`src/rtl/button_trigger_pkg.sv`:
```
// Shared encodings and board defaults for the button front end and the burst generator test top.
package button_trigger_pkg;

    typedef enum logic [1:0] {
        ST_IDLE    = 2'b00,
        ST_ARMED   = 2'b01,
        ST_ILLEGAL = 2'b10,
        ST_CLEAR   = 2'b11
    } state_t;

    localparam int DEB_W_BOARD    = 20;
    localparam int DEB_CNT_BOARD  = 1000000;
    localparam int CLR_HOLD_BOARD = 4;

endpackage

```
`src/rtl/debouncer.sv`:
```
// Two-flop synchroniser, stable-count debouncer and rising-edge detect for one raw button.
// deb follows a stable input DEB_CNT+2 cycles after it is first sampled; no flow control.
module debouncer #(
    parameter int DEB_W   = 20,
    parameter int DEB_CNT = 1000000
) (
    input  logic clk,
    input  logic rst_n,
    input  logic btn,
    output logic deb,
    output logic rise
);

    localparam logic [DEB_W-1:0] CNT_LAST = DEB_W'(DEB_CNT - 1);

    logic             sync1_q;
    logic             sync2_q;
    logic             deb_q;
    logic             deb_dly_q;
    logic [DEB_W-1:0] cnt_q;

    always_ff @(posedge clk or negedge rst_n) begin
        if (!rst_n) begin
            sync1_q   <= 1'b0;
            sync2_q   <= 1'b0;
            deb_q     <= 1'b0;
            deb_dly_q <= 1'b0;
            cnt_q     <= '0;
        end else begin
            sync1_q   <= btn;
            sync2_q   <= sync1_q;
            deb_dly_q <= deb_q;
            // Any sample agreeing with the current level restarts the stability count.
            if (sync2_q == deb_q) begin
                cnt_q <= '0;
            end else if (cnt_q == CNT_LAST) begin
                deb_q <= sync2_q;
                cnt_q <= '0;
            end else begin
                cnt_q <= cnt_q + 1'b1;
            end
        end
    end

    assign deb  = deb_q;
    assign rise = deb_q & ~deb_dly_q;

endmodule

```
`src/rtl/button_trigger.sv`:
```
// Turns debounced RUN/CLEAR presses into the burst generator's trigger level plus LED status.
// Outputs react one cycle after a debounced rise (DEB_CNT+3 from the raw edge); no flow control.
module button_trigger
    import button_trigger_pkg::*;
#(
    parameter int DEB_W    = DEB_W_BOARD,
    parameter int DEB_CNT  = DEB_CNT_BOARD,
    parameter int CLR_HOLD = CLR_HOLD_BOARD
) (
    input  logic       clk,
    input  logic       rst_n,
    input  logic       btn_run,
    input  logic       btn_clr,
    output logic       trigger,
    output logic       run_pulse,
    output logic [7:0] burst_cnt,
    output logic [1:0] state
);

    localparam int                HOLD_W    = $clog2(CLR_HOLD);
    localparam logic [HOLD_W-1:0] HOLD_LAST = HOLD_W'(CLR_HOLD - 1);

    logic run_deb;
    logic run_rise;
    logic clr_deb;
    logic clr_rise;

    // Debounced levels stay as named nets for probing; the FSM acts on edges only.
    logic [1:0] deb_unused;
    assign deb_unused = {run_deb, clr_deb};

    debouncer #(.DEB_W(DEB_W), .DEB_CNT(DEB_CNT)) u_deb_run (
        .clk  (clk),
        .rst_n(rst_n),
        .btn  (btn_run),
        .deb  (run_deb),
        .rise (run_rise)
    );

    debouncer #(.DEB_W(DEB_W), .DEB_CNT(DEB_CNT)) u_deb_clr (
        .clk  (clk),
        .rst_n(rst_n),
        .btn  (btn_clr),
        .deb  (clr_deb),
        .rise (clr_rise)
    );

    state_t            state_q;
    logic              trigger_q;
    logic              run_pulse_q;
    logic [7:0]        burst_cnt_q;
    logic [HOLD_W-1:0] hold_q;

    always_ff @(posedge clk or negedge rst_n) begin
        if (!rst_n) begin
            state_q     <= ST_IDLE;
            trigger_q   <= 1'b0;
            run_pulse_q <= 1'b0;
            burst_cnt_q <= 8'd0;
            hold_q      <= '0;
        end else begin
            run_pulse_q <= 1'b0;
            case (state_q)
                ST_IDLE: begin
                    // Clear has priority when both presses land on the same cycle.
                    if (clr_rise) begin
                        state_q   <= ST_CLEAR;
                        trigger_q <= 1'b0;
                        hold_q    <= '0;
                    end else if (run_rise) begin
                        state_q     <= ST_ARMED;
                        trigger_q   <= 1'b1;
                        run_pulse_q <= 1'b1;
                        burst_cnt_q <= burst_cnt_q + 8'd1;
                    end
                end
                ST_ARMED: begin
                    if (clr_rise) begin
                        state_q   <= ST_CLEAR;
                        trigger_q <= 1'b0;
                        hold_q    <= '0;
                    end
                end
                ST_CLEAR: begin
                    // Hold runs to completion regardless of further presses.
                    if (hold_q == HOLD_LAST) begin
                        state_q <= ST_IDLE;
                    end else begin
                        hold_q <= hold_q + 1'b1;
                    end
                end
                default: begin
                    state_q   <= ST_IDLE;
                    trigger_q <= 1'b0;
                end
            endcase
        end
    end

    assign trigger   = trigger_q;
    assign run_pulse = run_pulse_q;
    assign burst_cnt = burst_cnt_q;
    assign state     = state_q;

endmodule
```
`config.mk`:
```
export PLATFORM = sky130hd
export DESIGN_NAME = button_trigger
export DESIGN_NICKNAME = d
export VERILOG_FILES = /design/src/rtl/button_trigger_pkg.sv /design/src/rtl/debouncer.sv /design/src/rtl/button_trigger.sv
export SDC_FILE = /design/constraint.sdc
export NUM_CORES = 1
export LEC_CHECK = 0
export BUFFER_PORTS_ARGS = -buffer_cell sky130_fd_sc_hd__clkbuf_2
export CAP_MARGIN = 20
export CORE_MARGIN = 2
export CORE_UTILIZATION = 54
export DETAILED_ROUTE_END_ITERATION = 10
export PLACE_DENSITY = 0.84
export SKIP_LAST_GASP = 1
export SYNTH_ARGS = -nofsm -noshare
export SYNTH_HDL_FRONTEND = slang
export SYNTH_SLANG_ARGS = --single-unit
```
`constraint.sdc`:
```
create_clock -name clk -period 2.1 [get_ports clk]
set_input_delay 0.42 -clock clk [delete_from_list [all_inputs] [get_ports clk]]
set_output_delay 0.42 -clock clk [all_outputs]
set_load 0.05 [all_outputs]
```
After elaboration in Yosys (flattened, before gate mapping)
Cells that the tools add are included.
{"block": "word_totals", "reg_bits": 62, "out_inout_bits": 12, "in_bits": 4}
{"block": "op_classes", "reduce_logical": 9, "n_eq_ne": 12, "add_sub_neg": 4, "bitwise": 8, "n_mux": 19}
{"operator": "two-way mux 20 bit", "n": 4}
{"operator": "adder 20 x 1 -> 20 bit (second input constant)", "n": 2}
{"operator": "equality test 20 bit (second input constant)", "n": 2}
{"operator": "two-way mux 2 bit", "n": 6}
{"operator": "AND reduction 3 bit", "n": 4}
{"operator": "adder 8 x 1 -> 8 bit (second input constant)", "n": 1}
{"operator": "two-way mux 1 bit", "n": 6}
{"operator": "!= test 2 bit (second input constant)", "n": 3}
{"operator": "inverter 1 bit", "n": 6}
{"operator": "one-hot mux 2 bit (3 select lines)", "n": 1}
{"operator": "equality test 2 bit (second input constant)", "n": 2}
{"operator": "one-hot mux 2 bit (2 select lines)", "n": 1}
{"operator": "AND reduction 2 bit", "n": 2}
{"operator": "!= test 3 bit (second input constant)", "n": 1}
{"operator": "one-hot mux 1 bit (3 select lines)", "n": 1}
{"operator": "adder 2 x 1 -> 2 bit (second input constant)", "n": 1}
{"operator": "bitwise AND 1 bit", "n": 2}
{"operator": "equality test 1 bit", "n": 2}
{"operator": "equality test 2 x 1 -> 1 bit (second input constant)", "n": 1}
{"operator": "logical NOT 2 bit", "n": 1}
{"operator": "!= test 2 x 1 -> 1 bit (second input constant)", "n": 1}
{"operator": "nonzero test 2 bit", "n": 1}
{"operator": "OR reduction 2 bit", "n": 1}

Logic depth before layout (Yosys ltp)
Gate-level depths: netlist of run 1.
{"block": "depth", "ltp_word": 5, "mapped_depth": 6}

Hierarchy
Synthesis of run 1 repeated with hierarchy kept, for this count alone.
{"block": "hier_totals", "hier_cells": 274, "hier_area_um2": 2936.6}
{"mod": "debouncer", "cells_per_inst": 110, "area_each_um2": 1146.1, "instances": 2, "seq_area_each_um2": 600.6}
{"mod": "button_trigger", "cells_per_inst": 54, "area_each_um2": 644.4, "instances": 1, "seq_area_each_um2": 350.3}

Worst setup path after synthesis of run 1
OpenSTA, ideal clock, no wires.
{"block": "synth_timing", "path_type": "register -> register", "startpoint": "register u_deb_clr.cnt_q[0]", "endpoint": "register u_deb_clr.cnt_q[18]", "t_required_ns": 2.022, "arrival_time_ns": 1.891, "period_less_slack_ns": 1.969, "path_buffers": 1, "setup_time_ns": 0.078, "stages_incl_launch_ff": 7, "slack_ns": 0.131, "path_cell_list": "dfrtp_1 ha_1 nand2_1 or4_1 buf_2 or4_1 a21oi_1"}
{"block": "synth_between", "elab_chain_len": 3, "elab_cells_between_ends": 4, "cone_classes": "add/sub: 1; eq/ne: 1; mux: 2"}
{"item": "start: declaration", "line_no": "debouncer.sv:20", "rtl": "logic [DEB_W-1:0] cnt_q;"}
{"item": "start signal: assignment", "line_no": "debouncer.sv:40", "rtl": "cnt_q <= cnt_q + 1'b1;"}
{"item": "adder 20 x 1 -> 20 bit or equality test 20 bit (tied branches)", "line_no": "debouncer.sv:40, debouncer.sv:36"}
{"item": "two-way mux 20 bit *", "line_no": "debouncer.sv:36", "rtl": "end else if (cnt_q == CNT_LAST) begin"}
{"item": "two-way mux 20 bit *", "line_no": "debouncer.sv:34", "rtl": "if (sync2_q == deb_q) begin"}
Mark *: on every way between the ends. The rest lies on a longest branch, timed or not.
A chain may end at the register's enable or synchronous reset.

Worst setup path after layout of run 1
{"block": "layout_timing", "startpoint": "register u_deb_clr.cnt_q[1]", "endpoint": "register u_deb_clr.cnt_q[16]"}
Same word-level chain as after synthesis.

==> impl_summary.txt, run 1 <==
----------------------------------------------------
[Run status]
  Outcome ... finished clean

[GRT]
  Number of global-route vias before repair ... 1986
  Total congestion overflow ... 0
  Pin count of the biggest net entering global routing ... 63
  Antenna violations before repair ... 0
  First-pass GRT wire length ... 8.78 mm
  Gr usage total ... 19.0%

[Placement]
  DPL Wire Length ... 3.40 mm
  Post-place setup slack ... 0.0213 ns
  Count of input and output buffers ... 15
  Final weighted congestion of routability-driven global placement ... 0.847
  Placement Cell Area ... 3060 um2

[Timing]
  Endpoints failing hold ... 0
  Max-slew violations ... 0
  Final Skew ... 0.0108 ns
  Max-Slew Margin vs Limit ... 76.6%
  Maximum clock rate ... 0.502 GHz
  Slew at the pin closest to its max-slew limit ... 0.348 ns
  Setup TNS Final ... 0 ns
  Worst Hold Margin ... 0.0745 ns
  Setup repair after global routing missed its margin ... false
  Final period utilization ... 94.9%
  Period minus WS final ... 1.99 ns
  Final setup slack of the worst path ... 0.107 ns
  Final setup violation count ... 0

[Routing]
  Post-DR wirelength/cell ... 13.2 um
  Detailed-route vias per instance ... 5.56
  DRT iter0 DRCs ... 155
  DRC violation count after routing ... 0
  Post-detailed-routing wire length ... 5.01 mm
  Count of TritonRoute iterations in the first routing pass ... 4
  Final ANT Viol Nets ... 0
  Via count ... 2101

[Critical path]
  Type of the worst setup path ... reg -> reg
  Max FO, Critical Path ... 8
  Required time of the critical path ... 2.37 ns
  Worst flop-to-flop path startpoint ... u_deb_clr.cnt_q[1]
  Worst setup path start ... u_deb_clr.cnt_q[1]
  Arrival time of the worst setup path ... 2.27 ns
  Critical Path End Type ... register
  Reg2reg setup slack ... 0.11 ns
  Capturing element of the worst setup path ... u_deb_clr.cnt_q[16]
  Cell depth of the worst flop-to-flop path ... 5
  Startpoint type of the worst setup path ... register
  Capture point of the worst reg-to-reg path ... u_deb_clr.cnt_q[16]

[Final layout]
  Fill cell count ... 397
  Ant. Diodes ... 0
  Area growth from synthesis to layout ... 14.5%
  Fraction of final layout cells sized beyond drive strength 1 ... 16.9%
  Area of all placed cells without fillers ... 3280 um2
  Final #Nets ... 311

[Synth]
  Synthesized netlist net count ... 287
  Number of synthesized register bits ... 62
  Gate count of the mapped netlist ... 279
  Largest cells by area after synthesis ... dfrtp_1, xnor2_1, xor2_1, nor2_1, nand3_1
  Number of unique standard cell types used by synthesis ... 35
  Mean Syn Cell Area ... 10.3 um2
  Number of warnings reported in the yosys synthesis log ... 0
  Most used DFF post-synth ... dfrtp_1
  Cell area after synthesis ... 2860 um2
  Count leader, synth ... dfrtp_1
  Number of enable flip-flop cells after synthesis ... 0
  Top cells by instance count after synthesis ... dfrtp_1, nor2_1, nand3_1
  Library cell occupying the most area in the post-synthesis netlist ... dfrtp_1
  Share of the synthesized area in the top cell type ... 54.2%
  Register area share after synthesis ... 54.2%
  Post-synthesis async set-or-reset flop share ... 100%

[Power and ir drop]
  Worst IR drop on VDD ... 0.567 mV
  Total leakage power ... 1.41 nW
  Total power ... 2.42 mW
  Total power density per cell area ... 738 nW/um2

[Floorplanning]
  Placeable core region ... 5110 um2
  Die width ... 76.8 um
  Number of standard-cell rows in the floorplan ... 26
  DIE HEIGHT ... 76.8 um
  Boundary pin count ... 16
  Total die area ... 5900 um2
  Initial Utilization ... 56.1%

[Clock tree]
  Number of buffers created by CTS ... 9
  Buffers from clock root to sink, at most ... 2
  Clock-pin transition on the worst setup and hold timing paths ... 0.07 ns
  H-tree levels ... 3
  Clock Sinks ... 62
  Skew-Pair Late Insertion Delay ... 0.34 ns
  Clock tree from TritonCTS ... yes
  Root buffer selected by CTS ... clkbuf_8

[Run]
  Max-cap check violation count ... 0

[Hold path]
  Type of the tightest min-delay check ... in -> async

----------------------------------------------------
layer usage:
metal | up-vias | track usage (%) | share of wire [%]
li1 | 1043 | - | -
met1 | 1008 | 24.1 | 46
met2 | 44 | 28.9 | 47
met3 | 6 | 6.24 | 4.6
met4 | 0 | 10.2 | 1.5
met5 | - | 0 | 0
where the power goes:
part	switching, mW	internal (mW)
Clock	0.468	0.666
Combinational	0.0462	0.0233
Sequential	0.0111	1.21
Total	0.525	1.90
through the flow:
step | instances | utilization, %
finish | 378 | 64.2
global route | 378 | 64.2
detailed placement | 362 | 59.9
global placement | 362 | 59.9
CTS | 378 | 64.1
floorplan | 279 | -
cells in the final DEF (no fill, tap or decap), types with 2 or more instances in the layout:
| cell type | netlist | layout |
|---|---|---|
| clkbuf_8 | 0 | 9 |
| nor4_1 | 3 | 3 |
| xnor2_1 | 17 | 17 |
| or3_2 | 3 | 3 |
| or3_1 | 7 | 7 |
| and3_1 | 5 | 5 |
| nand4_1 | 13 | 13 |
| inv_1 | 8 | 8 |
| dfrtp_1 | 62 | 62 |
| and2_1 | 2 | 2 |
| nor3_1 | 5 | 5 |
| or4_1 | 7 | 6 |
| nor4b_1 | 2 | 2 |
| nand2_1 | 17 | 17 |
| buf_4 | 0 | 7 |
| and4_1 | 2 | 2 |
| a21oi_1 | 15 | 15 |
| ha_1 | 4 | 4 |
| o21ai_0 | 15 | 14 |
| nand3_1 | 18 | 18 |
| bufinv_16 | 0 | 2 |
| clkbuf_2 | 0 | 15 |
| xor2_1 | 14 | 14 |
| o31ai_1 | 6 | 5 |
| nor2_1 | 28 | 28 |
| mux2_2 | 3 | 3 |
| clkinv_2 | 0 | 2 |
| nand2b_1 | 3 | 3 |
sequential cells by signal, summed over array words and instances, names as in the netlist, 2 cells and up:
| register | flops |
|---|---|
| burst_cnt | 8 |
| hold_q | 2 |
| u_deb_clr.cnt_q | 20 |
| state | 2 |
| u_deb_run.cnt_q | 20 |
critical path, cell delays in order (launching register included):
cell,delay (ns)
dfrtp_1,0.39
ha_1,0.24
nand2_1,0.11
or4_4,0.57
or3_2,0.47
a21oi_1,0.15
area by class of cell:
class	instances	area, um2	share of cell area [%]
Tap cell	70	87.6	2.67
Sequential cell	62	1550	47.3
Multi-Input combinational cell	199	1250	38.1
Clock buffer	10	128	3.89
Clock inverter	6	86.3	2.63
Timing Repair Buffer	23	148	4.50
Inverter	8	30.0	0.916
cell families after synthesis:
group           share of synthesized area (%)
compound gates                           6.81
xor+xnor                                 9.48
fa+ha+maj                                1.75
buf+inv                                  2.53
flops                                    54.2
mux                                      1.53
simple gates                             23.7
worst min path at each step:
stage	slack, ns	end	from
after global routing	0.11	u_deb_clr.cnt_q[14]	rst_n
after detailed placement	0.34	u_deb_clr.sync2_q	u_deb_clr.sync1_q
after floorplan	0.12	burst_cnt[0]	rst_n
after global placement	0.35	u_deb_clr.sync2_q	u_deb_clr.sync1_q
after CTS	0.08	u_deb_clr.cnt_q[13]	rst_n
final	0.07	u_deb_clr.cnt_q[13]	rst_n
timing repair:
item                       in CTS  in global routing
setup endpoints to repair       0                  4
hold buffers                    0                  0
buffers inserted                0                  0
gates resized for setup         0                  1
hold endpoints to repair        0                  0
No activity file was read; power rests on OpenSTA's default activity.
==> run 2, diff against run 1 <==
- CORE_UTILIZATION: 54 -> 55
- PLACE_DENSITY: 0.84 -> 0.82
- clock period: 2.1 -> 2.4 ns (I/O delays scaled with it)
==> run 2 against run 1 <==
Effect of this change: critical path depth unchanged; register-to-register slack improved by 0.17 ns; first-iteration DRC count decreased by 25%; setup slack improved by 0.17 ns; combinational power decreased by 21%; die area decreased by 1.7%; core utilization decreased by 0.18 points; clock-buffer cell count increased by 2; sequential power decreased by 12%; critical endpoint unchanged; highest routed layer unchanged.
==> impl_summary.txt, run 2 (same netlist as run 1, synthesis figures left out) <==
----------------------------------------------------
[Timing]
  Setup repair after global routing missed its margin ... false
  Period minus WS final ... 2.13 ns (+0.135 ns)
  Setup TNS Final ... 0 ns (unchanged)
  Final period utilization ... 88.7% (-6.3 points)
  Endpoints failing hold ... 0 (unchanged)
  Final Skew ... 0.00531 ns (-0.00550 ns)
  Slew at the pin closest to its max-slew limit ... 0.750 ns (+0.402 ns)
  Maximum clock rate ... 0.470 GHz (-6.3%)
  Max-slew violations ... 0 (unchanged)
  Max-Slew Margin vs Limit ... 50.0% (-27 points)
  Final setup violation count ... 0 (unchanged)

[Clock tree]
  H-tree levels ... 3 (unchanged)
  Number of buffers created by CTS ... 9 (unchanged)
  Clock Sinks ... 62 (unchanged)
  Root buffer selected by CTS ... clkbuf_8
  Number of hold-repair buffers added at the cts stage ... 0 (unchanged)
  Clock-pin transition on the worst setup and hold timing paths ... 0.06 ns (about the same)
  Buffers from clock root to sink, at most ... 2 (unchanged)
  PostCTS Resize Cnt ... 0 (unchanged)
  Skew-Pair Late Insertion Delay ... 0.34 ns (about the same)
  Post-CTS setup-driven buffer insertion count ... 0 (unchanged)
  Clock tree from TritonCTS ... yes

[Placement]
  Count of input and output buffers ... 15 (unchanged)
  Final weighted congestion of routability-driven global placement ... 0.855 (+1.0%)
  DPL Wire Length ... 3.42 mm (+0.56%)

[Routing]
  Count of TritonRoute iterations in the first routing pass ... 4 (unchanged)
  DRC violation count after routing ... 0 (unchanged)
  Final ANT Viol Nets ... 0 (unchanged)
  Post-DR wirelength/cell ... 13.7 um (+3.8%)
  Via count ... 2085 (-0.76%)
  DRT iter0 DRCs ... 116 (-25%)
  Post-detailed-routing wire length ... 5.17 mm (+3.2%)
  Detailed-route vias per instance ... 5.55 (-0.23%)

[GRT]
  First-pass GRT wire length ... 9.07 mm (+3.2%)
  Total congestion overflow ... 0 (unchanged)
  Gr usage total ... 20.2% (+1.2 points)
  Pin count of the biggest net entering global routing ... 63 (unchanged)
  Antenna violations before repair ... 0 (unchanged)
  Number of global-route vias before repair ... 2050 (+3.2%)

[Critical path]
  Type of the worst setup path ... reg -> reg
  Required time of the critical path ... 2.66 ns (+0.29 ns)
  Slowest cell delay on critical path ... 0.63 ns (+0.06 ns)
  Crit path max-delay cell type ... or4_1
  Count of buffer and inverter cells on the critical path ... 0 (unchanged)
  Startpoint type of the worst setup path ... register
  CP top delay family ... simple AND/OR/NAND/NOR gates
  Arrival time of the worst setup path ... 2.39 ns (+0.12 ns)
  Critical Path End Type ... register
  Cell-by-cell listing of the critical path ... ha_1, nand2_1, or4_1, or3_2, a21oi_1
  Max FO, Critical Path ... 8 (unchanged)

[Floorplanning]
  Placeable core region ... 5070 um2 (-0.64%)
  DIE HEIGHT ... 76.2 um (-0.87%)
  Total die area ... 5800 um2 (-1.7%)
  Initial Utilization ... 56.4% (+0.36 points)
  Number of standard-cell rows in the floorplan ... 26 (unchanged)
  Boundary pin count ... 16 (unchanged)
  Die width ... 76.2 um (-0.87%)

[Final layout]
  Total area of multi-input combinational cells ... 1240 um2 (-0.30%)
  Sequential cell area ... 1550 um2 (unchanged)
  Area growth from synthesis to layout ... 13.5%
  Fill cell count ... 430 (+8.3%)
  Most frequent cells in the layout ... dfrtp_1, nor2_1, nand3_1, nand2_1, xnor2_1
  Fraction of final layout cells sized beyond drive strength 1 ... 15.7% (-1.2 points)
  Ant. Diodes ... 0 (unchanged)
  Utilization of the core after routing ... 64.0% (-0.18 points)
  Most common cell after layout, fill and taps aside ... dfrtp_1
  Final #Nets ... 309 (-0.64%)

[Power and ir drop]
  Total leakage power ... 1.40 nW (-0.90%)
  Worst IR drop on VDD ... 0.402 mV (-29%)
  Total power ... 2.12 mW (-13%)
  Total power density per cell area ... 652 nW/um2 (-12%)

[Hold path]
  Type of the tightest min-delay check ... in -> reg

[Run]
  Max-cap check violation count ... 0 (unchanged)

[Run status]
  Outcome ... finished clean

----------------------------------------------------
## run 2: cell types whose count changed in the layout (fill, tap and decap cells not counted)
cell,before,now
buf_12,1,0
clkinvlp_4,1,0
or4_4,1,0
clkbuf_8,9,10
clkbuf_1,1,2
clkinv_4,1,0
or4_1,6,7
buf_4,7,6
## run 2: metal layers
layer / up-vias / global-route usage [%] / share of wire (%)
li1: 1028 / - / -
met1: 992 / 25.0 / 45
met2: 53 / 31.8 / 48
met3: 12 / 6.40 / 5.1
met4: 0 / 10.9 / 2.4
met5: - / 0 / 0
## run 2: area by class of cell
type	count	share of cell area (%)
inverter	8	0.924
tap	70	2.70
clock buffer	12	4.47
multi-input combinational	199	38.3
sequential	62	47.7
clock inverter	4	2.16
timing repair buffer	21	3.70
## run 2: path summary, 6_finish.rpt
kind | depth (start not counted) | to | start | slack [ns]
max | 5 | u_deb_clr.cnt_q[16] | u_deb_clr.cnt_q[0] | 0.27
min | 1 | u_deb_run.sync1_q | btn_run | 0.24
max reg2reg | 5 | u_deb_clr.cnt_q[16] | u_deb_clr.cnt_q[0] | 0.27
min reg2reg | 0 | u_deb_clr.sync2_q | u_deb_clr.sync1_q | 0.35
max in group asynchronous | 2 | u_deb_run.cnt_q[8] | rst_n | 1.61
min in group asynchronous | 2 | u_deb_clr.cnt_q[3] | rst_n | 0.29
## run 2: worst reg2reg max path, delay by kind of cell, from the launching register on
kind | cells | cell delay, ns
simple gates | 3 | 1.22
compound gates | 1 | 0.17
flops | 1 | 0.41
fa+ha+maj | 1 | 0.25
## run 2: report_power, final
group / total (mW) / leakage (nW) / switching, mW / internal (mW)
clock: 0.996 / 0.110 / 0.386 / 0.610
sequential: 1.07 / 0.852 / 0.0109 / 1.06
combinational: 0.0546 / 0.432 / 0.0384 / 0.0162
total: 2.12 / 1.40 / 0.435 / 1.68
## run 2: metrics by stage
step | cells | worst slack [ns] | area, um2 | hold WS [ns]
2_1_floorplan | 279 | 0.431 | 2860 | 0.184
3_3_place_gp | 360 | 0.376 | 3030 | 0.333
3_5_place_dp | 360 | 0.289 | 3030 | 0.336
4_1_cts | 376 | 0.277 | 3250 | 0.231
5_1_grt | 376 | 0.149 | 3250 | 0.224
6_report | 376 | 0.272 | 3250 | 0.243
